===== src/rtl/rotate_seq_pkg.sv =====
// Shared definitions for the rotate sequencer: one-hot FSM state encoding
// and rotate-direction constants.
package rotate_seq_pkg;

    typedef enum logic [2:0] {
        IDLE   = 3'b001,
        ROTATE = 3'b010,
        OUTPUT = 3'b100
    } state_e;

    localparam logic DIR_RIGHT = 1'b0;
    localparam logic DIR_LEFT  = 1'b1;

endpackage


===== src/rtl/rotate_seq_unit_rot_reg.sv =====
// Rotating data register: loads an operand, then rotates it one bit per
// cycle left or right with end-around wrap. Load wins over either rotate.
module rot_reg #(
    parameter int WIDTH = 8
) (
    input  logic             clk,
    input  logic             rst,
    input  logic             load,
    input  logic             rot_left,
    input  logic             rot_right,
    input  logic [WIDTH-1:0] d,
    output logic [WIDTH-1:0] q
);

    logic [WIDTH-1:0] q_r;

    // Operand register with load / single-step rotate
    always_ff @(posedge clk) begin
        if (rst) begin
            q_r <= {WIDTH{1'b0}};
        end else if (load) begin
            q_r <= d;
        end else if (rot_left) begin
            q_r <= {q_r[WIDTH-2:0], q_r[WIDTH-1]};
        end else if (rot_right) begin
            q_r <= {q_r[0], q_r[WIDTH-1:1]};
        end else begin
            q_r <= q_r;
        end
    end

    assign q = q_r;

endmodule


===== src/rtl/rotate_seq_unit.sv =====
// Sequential rotator: captures an operand, rotates it one bit per cycle for
// the requested step count, then presents the result until accepted.
module rotate_seq_unit
    import rotate_seq_pkg::*;
#(
    parameter int WIDTH = 8,
    parameter int AMT_W = $clog2(WIDTH)
) (
    input  logic             clk,
    input  logic             rst,
    input  logic             start,
    input  logic [WIDTH-1:0] data_in,
    input  logic             dir,
    input  logic [AMT_W-1:0] amount,
    input  logic             out_ready,
    output logic             busy,
    output logic             out_valid,
    output logic [WIDTH-1:0] data_out
);

    state_e           state_r;
    logic [AMT_W-1:0] cnt_r;
    logic             dir_r;
    logic             load_s;
    logic             rot_left_s;
    logic             rot_right_s;
    logic [WIDTH-1:0] reg_q_s;

    // Datapath controls decoded from the current state
    always_comb begin
        load_s      = 1'b0;
        rot_left_s  = 1'b0;
        rot_right_s = 1'b0;
        case (state_r)
            IDLE: begin
                load_s = start;
            end
            ROTATE: begin
                rot_left_s  = (dir_r == DIR_LEFT);
                rot_right_s = (dir_r == DIR_RIGHT);
            end
            default: begin
                load_s = 1'b0;
            end
        endcase
    end

    // Control FSM and step counter; a zero amount skips straight to OUTPUT
    always_ff @(posedge clk) begin
        if (rst) begin
            state_r <= IDLE;
            cnt_r   <= {AMT_W{1'b0}};
            dir_r   <= DIR_RIGHT;
        end else begin
            case (state_r)
                IDLE: begin
                    if (start) begin
                        dir_r   <= dir;
                        cnt_r   <= amount;
                        state_r <= (amount != {AMT_W{1'b0}}) ? ROTATE : OUTPUT;
                    end else begin
                        state_r <= IDLE;
                    end
                end
                ROTATE: begin
                    cnt_r <= cnt_r - AMT_W'(1);
                    if (cnt_r == AMT_W'(1)) begin
                        state_r <= OUTPUT;
                    end else begin
                        state_r <= ROTATE;
                    end
                end
                OUTPUT: begin
                    if (out_ready) begin
                        state_r <= IDLE;
                    end else begin
                        state_r <= OUTPUT;
                    end
                end
                default: begin
                    state_r <= IDLE;
                end
            endcase
        end
    end

    rot_reg #(
        .WIDTH(WIDTH)
    ) u_rot_reg (
        .clk      (clk),
        .rst      (rst),
        .load     (load_s),
        .rot_left (rot_left_s),
        .rot_right(rot_right_s),
        .d        (data_in),
        .q        (reg_q_s)
    );

    // Outputs depend only on state and the data register
    assign busy      = (state_r != IDLE);
    assign out_valid = (state_r == OUTPUT);
    assign data_out  = (state_r == OUTPUT) ? reg_q_s : {WIDTH{1'b0}};

endmodule


===== config.mk =====
export PLATFORM = sky130hd
export DESIGN_NAME = rotate_seq_unit
export DESIGN_NICKNAME = d
export VERILOG_FILES = /design/src/rtl/rotate_seq_pkg.sv /design/src/rtl/rotate_seq_unit_rot_reg.sv /design/src/rtl/rotate_seq_unit.sv
export SDC_FILE = /design/constraint.sdc
export NUM_CORES = 1
export LEC_CHECK = 0
export CAP_MARGIN = 20
export CORE_AREA = 2 2 95 51
export DETAILED_ROUTE_END_ITERATION = 6
export DIE_AREA = 0 0 97 53
export GPL_ROUTABILITY_DRIVEN = 1
export PLACE_DENSITY = 0.42
export SLEW_MARGIN = 20
export SYNTH_ARGS = -nofsm -noshare
export SYNTH_HDL_FRONTEND = slang
export SYNTH_SLANG_ARGS = --single-unit

===== constraint.sdc =====
create_clock -name clk -period 1.3 [get_ports clk]
set_input_delay 0.26 -clock clk [delete_from_list [all_inputs] [get_ports clk]]
set_output_delay 0.26 -clock clk [all_outputs]
set_load 0.05 [all_outputs]

==> results of run 1 <==
[logic make-up after synthesis]
| logic type | after synthesis | synth area share [%] |
|---|---|---|
| buffers and inverters | 9 | 6.733 |
| adder cells (fa/ha/maj) | 2 | 2.493 |
| AO/OA/AOI/OAI | 22 | 18.08 |
| multiplexers | 8 | 7.980 |
| AND/OR/NAND/NOR | 46 | 33.92 |
| XOR/XNOR | 1 | 0.8730 |
| flip-flops | 15 | 29.93 |
[report_power, final]
part / leakage [nW] / total [mW] / internal (mW) / switching (mW)
logic: 0.504 / 0.571 / 0.319 / 0.252
registers: 0.124 / 0.586 / 0.513 / 0.0732
clock network: 0.0228 / 0.376 / 0.217 / 0.159
total: 0.651 / 1.53 / 1.05 / 0.485
[registers in the layout (all words and copies together), names as in the netlist]
| name | flops |
|---|---|
| dir_r | 1 |
| u_rot_reg.q | 8 |
| cnt_r | 3 |
| state_r | 3 |
[placed cells by master (no fill, tap or decap), types with 2 or more instances in the layout]
cell and n:
o221ai_1 2, a21oi_2 3, inv_1 2, clkdlybuf4s50_1 15, o221ai_2 6, or3b_4 2
clkbuf_8 3, buf_12 12, o21ai_2 2, buf_6 8, ha_1 2, buf_4 16
and2_4 8, dfxtp_4 2, nand3_1 8, mux2i_1 6, nand2_2 3, a211oi_2 2
dfxtp_1 12, and4bb_2 2, nor3b_4 2, nand2_1 10
[final cells by class]
cell class	instances	share of cell area, %
multi-input combinational	79	41.60
timing repair buffer	52	34.17
sequential	15	17.15
tap	57	3.958
clock buffer	4	2.500
inverter	3	0.6250
[path summary, 6_finish.rpt]
check | startpoint | end | cells past startpoint
setup reg to reg | state_r[1] | u_rot_reg.q[1] | 6
hold / removal | cnt_r[1] | cnt_r[1] | 2
setup / recovery | state_r[1] | busy | 3
hold reg to reg | cnt_r[1] | cnt_r[1] | 2
[worst reg2reg max path, cell delays in order (launching register included)]
cell and delay, ns:
dfxtp_4 0.38, buf_4 0.12, buf_6 0.10, and4bb_2 0.26, buf_12 0.14, mux2i_1 0.24
o221ai_2 0.11
[through the flow]
step	util, %	TNS (ns)	worst slack, ns	area (sq um)	hold slack (ns)
after floorplan	-	-3.551	-0.4274	1031	0.3224
after global placement	36.46	-3.799	-0.1954	1559	0.4748
after detailed placement	36.46	-4.218	-0.2584	1559	0.4629
after CTS	40.44	-2.888	-0.2325	1729	0.4734
after global routing	42.14	-4.919	-0.2944	1802	0.5068
final	42.14	-3.376	-0.2282	1802	0.4735
[per-layer routing]
layer	routed length, microns	vias to the layer above	GRT usage (%)	part of all wire [%]
met3	94	2	2.510	3.2
met1	1587	464	17.07	53
met2	1274	15	18.40	43
li1	-	484	-	-
met5	0	-	0	0
met4	20	0	2.113	0.67
[synthesized netlist by cell type, types with 2 or more instances]
master	instances	area [sq um]
nand2_2	2	12.51
nand3_1	9	45.04
nand2_1	11	41.29
ha_1	2	25.02
and2_1	8	50.05
inv_1	2	7.510
dfxtp_1	15	300.3
o221ai_1	8	70.07
o21ai_0	2	10.01
buf_6	4	45.04
a21oi_2	2	17.52
mux2i_1	8	80.08
and4bb_2	2	25.02
[what timing repair did]
| action | CTS | global route |
|---|---|---|
| setup endpoints to repair | 23 | 24 |
| pin swaps | 10 | 10 |
| resized for setup | 21 | 12 |
| gates cloned | 0 | 0 |
| setup buffers | 4 | 3 |
==> qor.csv, run 1 <==
metric,value,unit
dpl.hpwl,2.183,mm
yosys_register_bits,15,
vias,965,
final.period_utilization,117.6,%
worstSkewPairLatency,0.24,ns
slew_headroom,76.90,%
synth_nets,121,
core-area,4275,sq um
avgSynthCellArea,9.742,sq um
gp_congestion,0.8019,
p_leak,0.6514,nW
h-tree-depth,1,
yosysWarnings,0,
remaining_drc_errors,0,
path_clk_slew,0.06,ns
area.sequential,309.0,sq um
critPathMaxFanout,4,
violations,setup timing,
max-clock-path-buffers,2,
rsz0062_at_grt,true,
grt_overflow_total,0,
cts_buffers,3,
path_cells,buf_6 > or3b_4 > buf_8,
finClkSkew,0.0007494,ns
grt_pass1_wl,4.692,mm
start_util,23.47,%
nNetsFinal,172,
power,1.533,mW
synth-edff-count,0,
firstDrtPassIters,4,
slew_violations,0,
drtIter0Drc,53,
outcome,"complete, but fails checks",
root_buffer,clkbuf_8,
fillers,418,
wl,2.976,mm
async_reset_ff_share,0,%
maxClockFrequency,654.4,MHz
drv_cap,0,
setup_ws,-0.2282,ns
hold_violations,0,
cts_hold_buffers,0,
setup_viol,23,
crit_buf_inv,2,
final_cells,210,
pin_count,26,
area_growth,79.55,%
ys.flop_type,dfxtp_1,
avgViaCountPerCell,4.595,
n_antenna_cell,0,
die_y,53,microns
wl_per_cell,14.17,microns
peakVddDrop,0.0003898,V
crit_path_start_kind,register,
crit_path_max_incr_delay,0.38,ns
syn_inst,103,
die_width,97,microns
period_needed,1.528,ns
placedCellCount,199,
grt_max_degree,11,
synth_seq_area_share,29.93,%
cp_slowest_cell,or3b_4,
netlist_area,1003,sq um
io_buffers,25,
tightest_slew,0.3438,ns
crit_path_end_kind,primary output,
grt_use_total,11.85,%
first_global_vias,948,
r2r_slack,-0.17,ns
critPathRequiredTime,1.04,ns
layout-drive-gt1-share,54.90,%
multi_input_area,749.5,sq um
die-area,5141,sq um
power-per-cell-area,850.9,nW/um^2
num_rows,17,
cts_tree,built,
crit_arrival,1.27,ns
hp-class,register to register,
clock-sinks,15,
ys_types,41,
drtAntennaViolNets,0,
antenna_found_initial,0,
cp_top_family,simple AND/OR/NAND/NOR gates,
crit_type,register to primary output,
No activity file was read; power rests on OpenSTA's default activity.
==> run 2: changes to the inputs <==
--- a/config.mk
+++ b/config.mk
@@ -10,7 +10,6 @@
 export DETAILED_ROUTE_END_ITERATION = 6
 export DIE_AREA = 0 0 97 53
 export GPL_ROUTABILITY_DRIVEN = 1
-export PLACE_DENSITY = 0.42
 export SLEW_MARGIN = 20
 export SYNTH_ARGS = -nofsm -noshare
 export SYNTH_HDL_FRONTEND = slang
==> qor.csv, run 2 (same netlist as run 1, synthesis figures left out) <==
metric,value,unit,change
crit_arrival,1.29,ns,was 1.27 ns
gp_congestion,0.8184,,was 0.8019
p_leak,0.5970,nW,was 0.6514 nW
vias,946,,was 965
violations,setup timing,,unchanged
worstSkewPairLatency,0.25,ns,was 0.24 ns
firstDrtPassIters,4,,unchanged
cts_hold_buffers,0,,unchanged
path_clk_slew,0.06,ns,about the same
crit_path_start_kind,register,,unchanged
slew_headroom,82.27,%,was 76.90%
power_frac_seq,39.9,%,was 38.2%
hold_slack,0.4767,ns,was 0.4735 ns
finClkSkew,0.002953,ns,was 0.0007494 ns
first_global_vias,935,,was 948
final.period_utilization,119.5,%,was 117.6%
wl_per_cell,13.78,microns,was 14.17 microns
root_buffer,clkbuf_8,,unchanged
fillers,414,,was 418
critPathRequiredTime,1.04,ns,about the same
layout-drive-gt1-share,42.76,%,was 54.90%
area.sequential,309.0,sq um,unchanged
r2r-start,state_r[1],,unchanged
multi_input_area,671.9,sq um,was 749.5 sq um
switchingPower,459.6,uW,was 484.6 uW
n_antenna_cell,0,,unchanged
crit_path_end_kind,primary output,,unchanged
peakVddDrop,0.0003845,V,was 0.0003898 V
holdCritStartpoint,cnt_r[1],,unchanged
avgViaCountPerCell,4.683,,was 4.595
crit_path_start,state_r[1],,unchanged
slew_violations,0,,unchanged
max-clock-path-buffers,2,,unchanged
h-tree-depth,1,,unchanged
setup_ws,-0.2533,ns,was -0.2282 ns
pin_count,26,,unchanged
power,1.456,mW,was 1.533 mW
maxClockFrequency,643.8,MHz,was 654.4 MHz
setup_viol,14,,was 23
die_width,97,microns,unchanged
area_growth,64.96,%,was 79.55%
dpl.hpwl,2.254,mm,was 2.183 mm
drv_cap,0,,unchanged
grt_max_degree,18,,was 11
hp-class,register to register,,unchanged
largest_reg_flops,8,,unchanged
wl,2.784,mm,was 2.976 mm
layout_common_cells,"15 x clkdlybuf4s50_1, 13 x buf_12, 13 x buf_4, 12 x dfxtp_1, 11 x nand2_1",,"was 16 x buf_4, 15 x clkdlybuf4s50_1, 12 x dfxtp_1, 12 x buf_12, 10 x nand2_1"
clock-sinks,15,,unchanged
power-per-cell-area,879.4,nW/um^2,was 850.9 nW/um^2
rsz0062_at_grt,true,,unchanged
io_buffers,25,,unchanged
remaining_drc_errors,0,,unchanged
critPathMaxFanout,9,,was 4
drtAntennaViolNets,0,,unchanged
cts_tree,built,,unchanged
tightest_slew,0.2647,ns,was 0.3438 ns
pwr-share-clk,26.4,%,was 24.5%
final_common_cell,clkdlybuf4s50_1,,was buf_4
p_int,996.1,uW,was 1.048 mW
num_rows,17,,unchanged
start_util,23.47,%,unchanged
core-area,4275,sq um,unchanged
grt_pass1_wl,4.609,mm,was 4.692 mm
period_needed,1.553,ns,was 1.528 ns
antenna_found_initial,0,,unchanged
swShare,31.57,%,was 31.61%
nNetsFinal,164,,was 172
grt_overflow_total,0,,unchanged
drtIter0Drc,75,,was 53
hold_violations,0,,unchanged
pwr-share-comb,33.7,%,was 37.3%
crit_type,register to primary output,,unchanged
cts_buffers,3,,unchanged
die-area,5141,sq um,unchanged
outcome,"complete, but fails checks",,unchanged
die_y,53,microns,unchanged
grt_use_total,11.48,%,was 11.85%
## run 2: cell type report
cell class                 count  area share, %
inverter                       3         0.6803
timing repair buffer          44          32.96
clock buffer                   3          2.494
clock inverter                 1         0.3023
tap                           57          4.308
multi-input combinational     79          40.59
sequential                    15          18.67
## run 2: repair_timing
action                                  in CTS  in global routing
resized for setup                            9                  1
pin swaps                                    3                  3
buffers inserted                             2                  1
endpoints found under the setup margin      25                 20
## run 2: final timing paths
path | depth (start not counted) | endpoint | slack, ns
worst min register to register | 2 | cnt_r[1] | 0.48
worst max register to register | 5 | u_rot_reg.q[5] | -0.05
worst max-delay path | 3 | busy | -0.25
worst min-delay path | 2 | cnt_r[1] | 0.48
## run 2: metal layers
| layer | vias to the layer above | share of wire (%) | global-route usage, % |
|---|---|---|---|
| met2 | 20 | 45 | 17.59 |
| met1 | 455 | 50 | 15.92 |
| met5 | - | 0 | 0 |
| met3 | 2 | 4.2 | 2.906 |
| met4 | 0 | 0.50 | 3.521 |
| li1 | 469 | - | - |
## run 2: power by group through the flow
stage | combinational [mW] | sequential, mW | clock [mW]
2_1_floorplan | 0.293 | 0.551 | 0
3_5_place_dp | 0.443 | 0.587 | 0
4_1_cts | 0.474 | 0.580 | 0.389
5_1_grt | 0.526 | 0.588 | 0.423
6_report | 0.490 | 0.581 | 0.385
3_3_place_gp | 0.429 | 0.583 | 0
## run 2: critical path, cell delays in order (launching register included)
cell and delay, ns:
dfxtp_4 0.37, buf_12 0.14, or3b_4 0.38, buf_8 0.16
## run 2: through the flow
stage | utilization (%) | cell area (sq um) | setup TNS (ns) | cells | setup WS [ns]
floorplan | - | 1031 | -3.551 | 103 | -0.4274
global placement | 36.35 | 1554 | -2.989 | 195 | -0.2012
detailed placement | 36.35 | 1554 | -3.756 | 195 | -0.2379
CTS | 38.37 | 1640 | -2.514 | 201 | -0.2515
global route | 38.72 | 1655 | -3.470 | 202 | -0.3091
finish | 38.72 | 1655 | -2.496 | 202 | -0.2533
==> run 3: changes to the inputs <==
--- a/config.mk
+++ b/config.mk
@@ -9,6 +9,7 @@
 export CORE_AREA = 2 2 95 51
 export DETAILED_ROUTE_END_ITERATION = 6
 export DIE_AREA = 0 0 97 53
+export DONT_BUFFER_PORTS = 1
 export GPL_ROUTABILITY_DRIVEN = 1
 export SLEW_MARGIN = 20
 export SYNTH_ARGS = -nofsm -noshare
==> qor.csv, run 3 (same netlist as run 1, synthesis figures left out) <==
metric,value,unit,change
violations,setup timing,,unchanged
grt_max_degree,16,,was 18
pwr-share-comb,32.8,%,was 33.7%
min_path_cells,1,,was 2
final.period_utilization,121.0,%,was 119.5%
cts_tree,built,,unchanged
cts_setup_buffers,0,,was 2
swShare,32.57,%,was 31.57%
pwr-share-clk,26.6,%,was 26.4%
setup_ws,-0.2726,ns,was -0.2533 ns
cts_buffers,3,,unchanged
rsz0062_at_grt,true,,unchanged
slew_violations,0,,unchanged
hold_violations,0,,unchanged
first_global_vias,848,,was 935
peakVddDrop,0.0004328,V,was 0.0003845 V
switchingPower,469.0,uW,was 459.6 uW
crit_path_end_kind,primary output,,unchanged
wl,2.753,mm,was 2.784 mm
power_frac_seq,40.6,%,was 39.9%
die_y,53,microns,unchanged
drtIter0Drc,29,,was 75
nNetsFinal,136,,was 164
crit_arrival,1.31,ns,was 1.29 ns
place_area,1191,sq um,was 1554 sq um
p_int,970.9,uW,was 996.1 uW
grt_pass1_wl,4.257,mm,was 4.609 mm
drtAntennaViolNets,0,,unchanged
tightest_slew,0.3799,ns,was 0.2647 ns
firstDrtPassIters,4,,unchanged
drv_cap,0,,unchanged
area_growth,38.40,%,was 64.96%
setup_tns,-2.839,ns,was -2.496 ns
largest_reg_flops,8,,unchanged
io_buffers,0,,was 25
layout_common_cells,"12 x dfxtp_1, 11 x nand2_1, 9 x nand3_1, 9 x buf_4",,"was 15 x clkdlybuf4s50_1, 13 x buf_12, 13 x buf_4, 12 x dfxtp_1, 11 x nand2_1"
layout-drive-gt1-share,53.85,%,was 42.76%
final_common_cell,dfxtp_1,,was clkdlybuf4s50_1
crit_type,register to primary output,,unchanged
setup_viol,18,,was 14
pin_count,26,,unchanged
slew_headroom,74.48,%,was 82.27%
core-area,4275,sq um,unchanged
maxClockFrequency,635.9,MHz,was 643.8 MHz
outcome,"complete, but fails checks",,unchanged
critPathRequiredTime,1.04,ns,about the same
grt_overflow_total,0,,unchanged
max-clock-path-buffers,2,,unchanged
antenna_found_initial,0,,unchanged
n_antenna_cell,0,,unchanged
critPathMaxFanout,6,,was 9
clock-sinks,15,,unchanged
num_rows,17,,unchanged
rr_worst_depth,4,,was 5
vias,849,,was 946
finalInstanceArea,1389,sq um,was 1655 sq um
die-area,5141,sq um,unchanged
finClkSkew,0.001817,ns,was 0.002953 ns
crit_path_start_kind,register,,unchanged
power-per-cell-area,1037,nW/um^2,was 879.4 nW/um^2
path_clk_slew,0.06,ns,about the same
dpl.hpwl,2.049,mm,was 2.254 mm
root_buffer,clkbuf_8,,unchanged
p_leak,0.4586,nW,was 0.5970 nW
die_width,97,microns,unchanged
period_needed,1.573,ns,was 1.553 ns
worstSkewPairLatency,0.25,ns,about the same
start_util,23.47,%,unchanged
remaining_drc_errors,0,,unchanged
grt_use_total,10.93,%,was 11.48%
hp-class,primary input to register,,was register to register
gp_congestion,0.8253,,was 0.8184
h-tree-depth,1,,unchanged
wl_per_cell,15.82,microns,was 13.78 microns
avgViaCountPerCell,4.879,,was 4.683
[run 3: through the flow]
step / utilization [%] / instances / hold slack, ns / power [mW] / setup slack, ns
floorplan: - / 103 / 0.3224 / 0.8438 / -0.4274
global placement: 27.86 / 170 / 0.3240 / 0.9669 / -0.01500
detailed placement: 27.86 / 170 / 0.3291 / 0.9774 / -0.05526
CTS: 29.97 / 174 / 0.06357 / 1.382 / -0.2734
global route: 32.48 / 174 / 0.05946 / 1.509 / -0.3248
finish: 32.48 / 174 / 0.06892 / 1.440 / -0.2726
[run 3: critical path: stages (launching register included)]
cell	delay, ns
dfxtp_2	0.33
buf_6	0.11
nor3b_4	0.23
buf_6	0.16
and2_4	0.23
[run 3: worst paths after layout]
check / from / end / slack [ns]
worst min-delay path: rst / dir_r / 0.07
worst max register to register: state_r[2] / u_rot_reg.q[1] / -0.08
worst max-delay path: state_r[1] / data_out[1] / -0.27
worst min register to register: cnt_r[1] / cnt_r[1] / 0.47
[run 3: power groups by stage]
stage	clock, mW	combinational [mW]	sequential (mW)
detailed placement	0	0.401	0.577
CTS	0.391	0.421	0.569
floorplan	0	0.293	0.551
global route	0.406	0.511	0.593
finish	0.382	0.473	0.585
global placement	0	0.394	0.572
[run 3: repair_timing]
item                                   CTS  global route
setup endpoints to repair               20            19
pin swaps                                1             9
hold buffers                             0             0
gates resized for setup                 13            19
endpoints found under the hold margin    0             0
[run 3: layer usage]
| metal | share of wire (%) | track usage, % | routed length [microns] |
|---|---|---|---|
| met5 | 0 | 0 | 0 |
| met2 | 45 | 17.36 | 1232 |
| met3 | 2.7 | 1.849 | 75 |
| met1 | 50 | 15.00 | 1387 |
| met4 | 2.1 | 4.225 | 57 |
[run 3: area by class of cell]
class,instances,area [sq um]
tap,57,71.32
clock buffer,4,45.04
inverter,3,11.26
sequential,15,309.0
timing repair buffer,16,167.7
fill,424,2887
multi-input combinational,79,784.5
==> patch 1 (config.mk and constraints of run 2) <==
`WIDTH` is set to 8 in 2 places; all go to 16.
--- a/src/rtl/rotate_seq_unit_rot_reg.sv
+++ b/src/rtl/rotate_seq_unit_rot_reg.sv
@@ -1,7 +1,7 @@
 // Rotating data register: loads an operand, then rotates it one bit per
 // cycle left or right with end-around wrap. Load wins over either rotate.
 module rot_reg #(
-    parameter int WIDTH = 8
+    parameter int WIDTH = 16
 ) (
     input  logic             clk,
     input  logic             rst,
--- a/src/rtl/rotate_seq_unit.sv
+++ b/src/rtl/rotate_seq_unit.sv
@@ -3,7 +3,7 @@
 module rotate_seq_unit
     import rotate_seq_pkg::*;
 #(
-    parameter int WIDTH = 8,
+    parameter int WIDTH = 16,
     parameter int AMT_W = $clog2(WIDTH)
 ) (
     input  logic             clk,
Ports: changed (resized amount, data_in and data_out); port bits go from 26 to 43. No check against the original RTL was run, so the function may have changed too.
==> patch 1 against run 2 <==
- the run still ends with setup timing left
- sequential cell count up 9
- total power up 57%
- first-iteration DRC count up 28%
- setup slack worse by 0.046 ns
- clock skew down 0.0011 ns
- wire length up 77%
- synthesized area up 44%
- cell area up 68%
- critical path depth up 1
- critical path type unchanged
- highest routed layer unchanged
==> patch 1: results (changes against run 2) <==
stage,metric,value,unit,change
layout,Final clock-cell share,1.49,%,was 2.80%
setup_path,Worst EP arrival,1.34,ns,was 1.29 ns
place,pre-CTS setup slack,-0.442,ns,was -0.238 ns
timing,Clock Skews,0.00187,ns,was 0.00295 ns
setup_path,slowest library cell on the worst path,dfxtp_4,,was or3b_4
worst_hold_path,Hold WC Path Type,in2reg,,was reg2reg
layout,number of flip-flops in the largest register,16,,was 8
timing,"crit path setup slack, layout",-0.299,ns,was -0.253 ns
outcome,failing checks,setup timing,,unchanged
yosys,top post-synthesis cells by area,"dfxtp_1 (33%), mux2_2 (13%), a22oi_1 (9.9%)",,"was dfxtp_1 (30%), mux2i_1 (8.0%), o221ai_1 (7.0%)"
setup_path,RR Startpoint,state_r[0],,was state_r[1]
place,count of buffers from port buffering,42,,was 25
clock_tree,cts repair resizes,38,,was 9
yosys,Synth cell types,33,,was 41
pwr,VDD IR max,0.436,mV,was 0.385 mV
layout,Seq/total area,17.7,%,was 18.7%
yosys,sequential area share after synthesis,33.3,%,was 29.9%
yosys,list of most frequent post-synthesis cells,"dfxtp_1 (24), a21oi_1 (20), a22oi_1 (19), nand3_1 (17)",,"was dfxtp_1 (15), nand2_1 (11), nand3_1 (9)"
layout,area of the multi-input gates,0.00111,mm2,was 672 um2
global_routing,routing usage on met1,23.8,%,was 15.9%
timing,Final setup viols,42,,was 14
detailed_routing,met2 wire length,2430,um,was 1270 um
timing,setup TNS,-7.72,ns,was -2.50 ns
yosys,Yosys top cell area share,33.3,%,was 29.9%
place,# placed instances,269,,was 195
global_routing,first-pass GRT wire length,7660,um,was 4610 um
outcome,status,"finished, violations left",,unchanged
==> patch 1: cell types whose count changed after synthesis, moves of 6 or more <==
cell and delta:
a21oi_1 +19, a22oi_1 +19, and2_1 +8, buf_2 +6
dfxtp_1 +9, mux2_2 +16, mux2i_1 -8, nand2_1 -8
nand3_1 +8, o221ai_1 -8
==> patch 1: power by group <==
group          switching [mW]  leakage, nW  total [mW]  internal (mW)
logic                   0.407        0.825       0.938          0.532
registers              0.0966        0.199       0.907          0.811
clock network           0.234       0.0216       0.441          0.207
total                   0.737         1.05        2.29           1.55
==> patch 1: how the worst max path moves through the flow <==
stage,end,cells past startpoint
after floorplan,data_out[10],4
after global placement,cnt_r[1],5
after detailed placement,cnt_r[1],5
after CTS,data_out[3],4
after global routing,data_out[8],4
final,data_out[13],4
==> patch 1: cells by family after synthesis <==
group	after synthesis	share of synthesized area, %
flops	24	33.3
buf+inv	19	7.64
mux	17	13.3
simple gates	51	21.8
compound gates	47	21.6
xor+xnor	1	0.608
fa+ha+maj	2	1.74
==> patch 2 (config.mk and constraints of run 2) <==
Without the edit above. Encoding of `state_e`: now binary (2 bits for 3 states). Comments in the files are not updated.
--- a/src/rtl/rotate_seq_pkg.sv
+++ b/src/rtl/rotate_seq_pkg.sv
@@ -2,10 +2,10 @@
 // and rotate-direction constants.
 package rotate_seq_pkg;
 
-    typedef enum logic [2:0] {
-        IDLE   = 3'b001,
-        ROTATE = 3'b010,
-        OUTPUT = 3'b100
+    typedef enum logic [1:0] {
+        IDLE   = 2'd0,
+        ROTATE = 2'd1,
+        OUTPUT = 2'd2
     } state_e;
 
     localparam logic DIR_RIGHT = 1'b0;
Function: same outputs for any inputs over 10 cycles, from zero or initial values and one cycle with rst high; not proved beyond that.
==> patch 2 against run 2 <==
- total power rose by 3.5%
- register-to-register slack better by 0.09 ns
- wire length decreased by 11%
- highest routed layer unchanged
- sequential cell count down 1
- synthesized area is 17% lower
- global-route usage decreased by 2.0 points
- the flow still finishes with violations (setup timing)
- setup slack gained 0.20 ns
- cell area shrank 12%
==> patch 2: results (changes against run 2) <==
stage,metric,value,unit,change
outcome,status,"finished, violations left",,unchanged
outcome,failing checks,setup timing,,unchanged
pwr,Lkg Pwr,0.589,nW,was 0.597 nW
detailed_routing,DR WL/cell,13.0,um,was 13.8 um
place,GP Congestion,0.784,,was 0.818
pwr,comb pwr,0.523,mW,was 0.490 mW
pwr,VDD IR max,0.473,mV,was 0.385 mV
place,Post-DP HPWL,1730,um,was 2250 um
layout,Layout Cells excl Fill,191,,was 202
timing,Final setup viols,9,,was 14
layout,layout net count,153,,was 164
setup_path,Worst EP arrival,1.09,ns,was 1.29 ns
yosys,top post-synthesis cells by area,"dfxtp_1 (34%), mux2_2 (11%), nor2_1 (6.3%)",,"was dfxtp_1 (30%), mux2i_1 (8.0%), o221ai_1 (7.0%)"
layout,layout cell share with drive strength beyond 1,42.5,%,was 42.8%
timing,Worst Hold Slack,0.538,ns,was 0.477 ns
global_routing,first-pass GRT wire length,3800,um,was 4610 um
yosys,sequential area share after synthesis,33.8,%,was 29.9%
yosys,syn_nets,115,,was 121
timing,setup TNS,-0.459,ns,was -2.50 ns
yosys,Mean Syn Cell Area,8.54,um2,was 9.74 um2
detailed_routing,initial DRC count,64,,was 75
yosys,Synth cell types,26,,was 41
yosys,list of most frequent post-synthesis cells,"dfxtp_1 (14), nor2_1 (14), nor3_1 (10)",,"was dfxtp_1 (15), nand2_1 (11), nand3_1 (9)"
timing,"crit path setup slack, layout",-0.0548,ns,was -0.253 ns
timing,worst-margin pin slew,0.289,ns,was 0.265 ns
detailed_routing,drt via density,4.40,,was 4.68
patch 2: through the flow:
stage | cell area [um2] | worst slack, ns
5_1_grt | 1450 | -0.109
4_1_cts | 1380 | -0.0882
3_3_place_gp | 1270 | -0.310
6_report | 1450 | -0.0548
3_5_place_dp | 1270 | -0.318
2_1_floorplan | 863 | -0.109
patch 2: final timing paths:
| path | startpoint | to | depth (start not counted) |
|---|---|---|---|
| max | state_r[1] | data_out[6] | 4 |
| min | cnt_r[1] | cnt_r[1] | 1 |
| max reg2reg | state_r[0] | dir_r | 4 |
| min reg2reg | cnt_r[1] | cnt_r[1] | 1 |
patch 2: cell families after synthesis:
kind of cell,Yosys count,share of synthesized area (%)
flops,14,33.8
compound gates,20,17.4
buf+inv,12,8.91
fa+ha+maj,2,3.02
mux,9,12.1
simple gates,40,24.8
patch 2: what timing repair did:
action / in CTS / in global routing
buffers inserted: 3 / 3
cloned: 1 / 2
resized for setup: 9 / 8
pin swaps: 3 / 11
hold endpoints to repair: 0 / 0
setup endpoints to repair: 19 / 21
patch 2: layout make-up:
| type | count | area, um2 | area share [%] |
|---|---|---|---|
| Clock buffer | 4 | 55.1 | 3.80 |
| Inverter | 5 | 23.8 | 1.64 |
| Multi-Input combinational cell | 74 | 556 | 38.3 |
| Sequential cell | 14 | 289 | 19.9 |
| Tap cell | 57 | 71.3 | 4.92 |
| Timing Repair Buffer | 37 | 454 | 31.3 |
patch 2: critical path: cells and delay by family (launching register included):
kind / cells / cell delay [ns]
DFF: 1 / 0.38
and+or+nand+nor: 2 / 0.29
buffers and inverters: 2 / 0.18
patch 2: layer usage:
metal  vias to the layer above  track usage (%)  share of wire, %
met3                         2             2.38               6.0
met2                        30             12.3                37
li1                        422                -                 -
met1                       386             14.8                56
met5                         -                0                 0
met4                         0             2.82              0.89
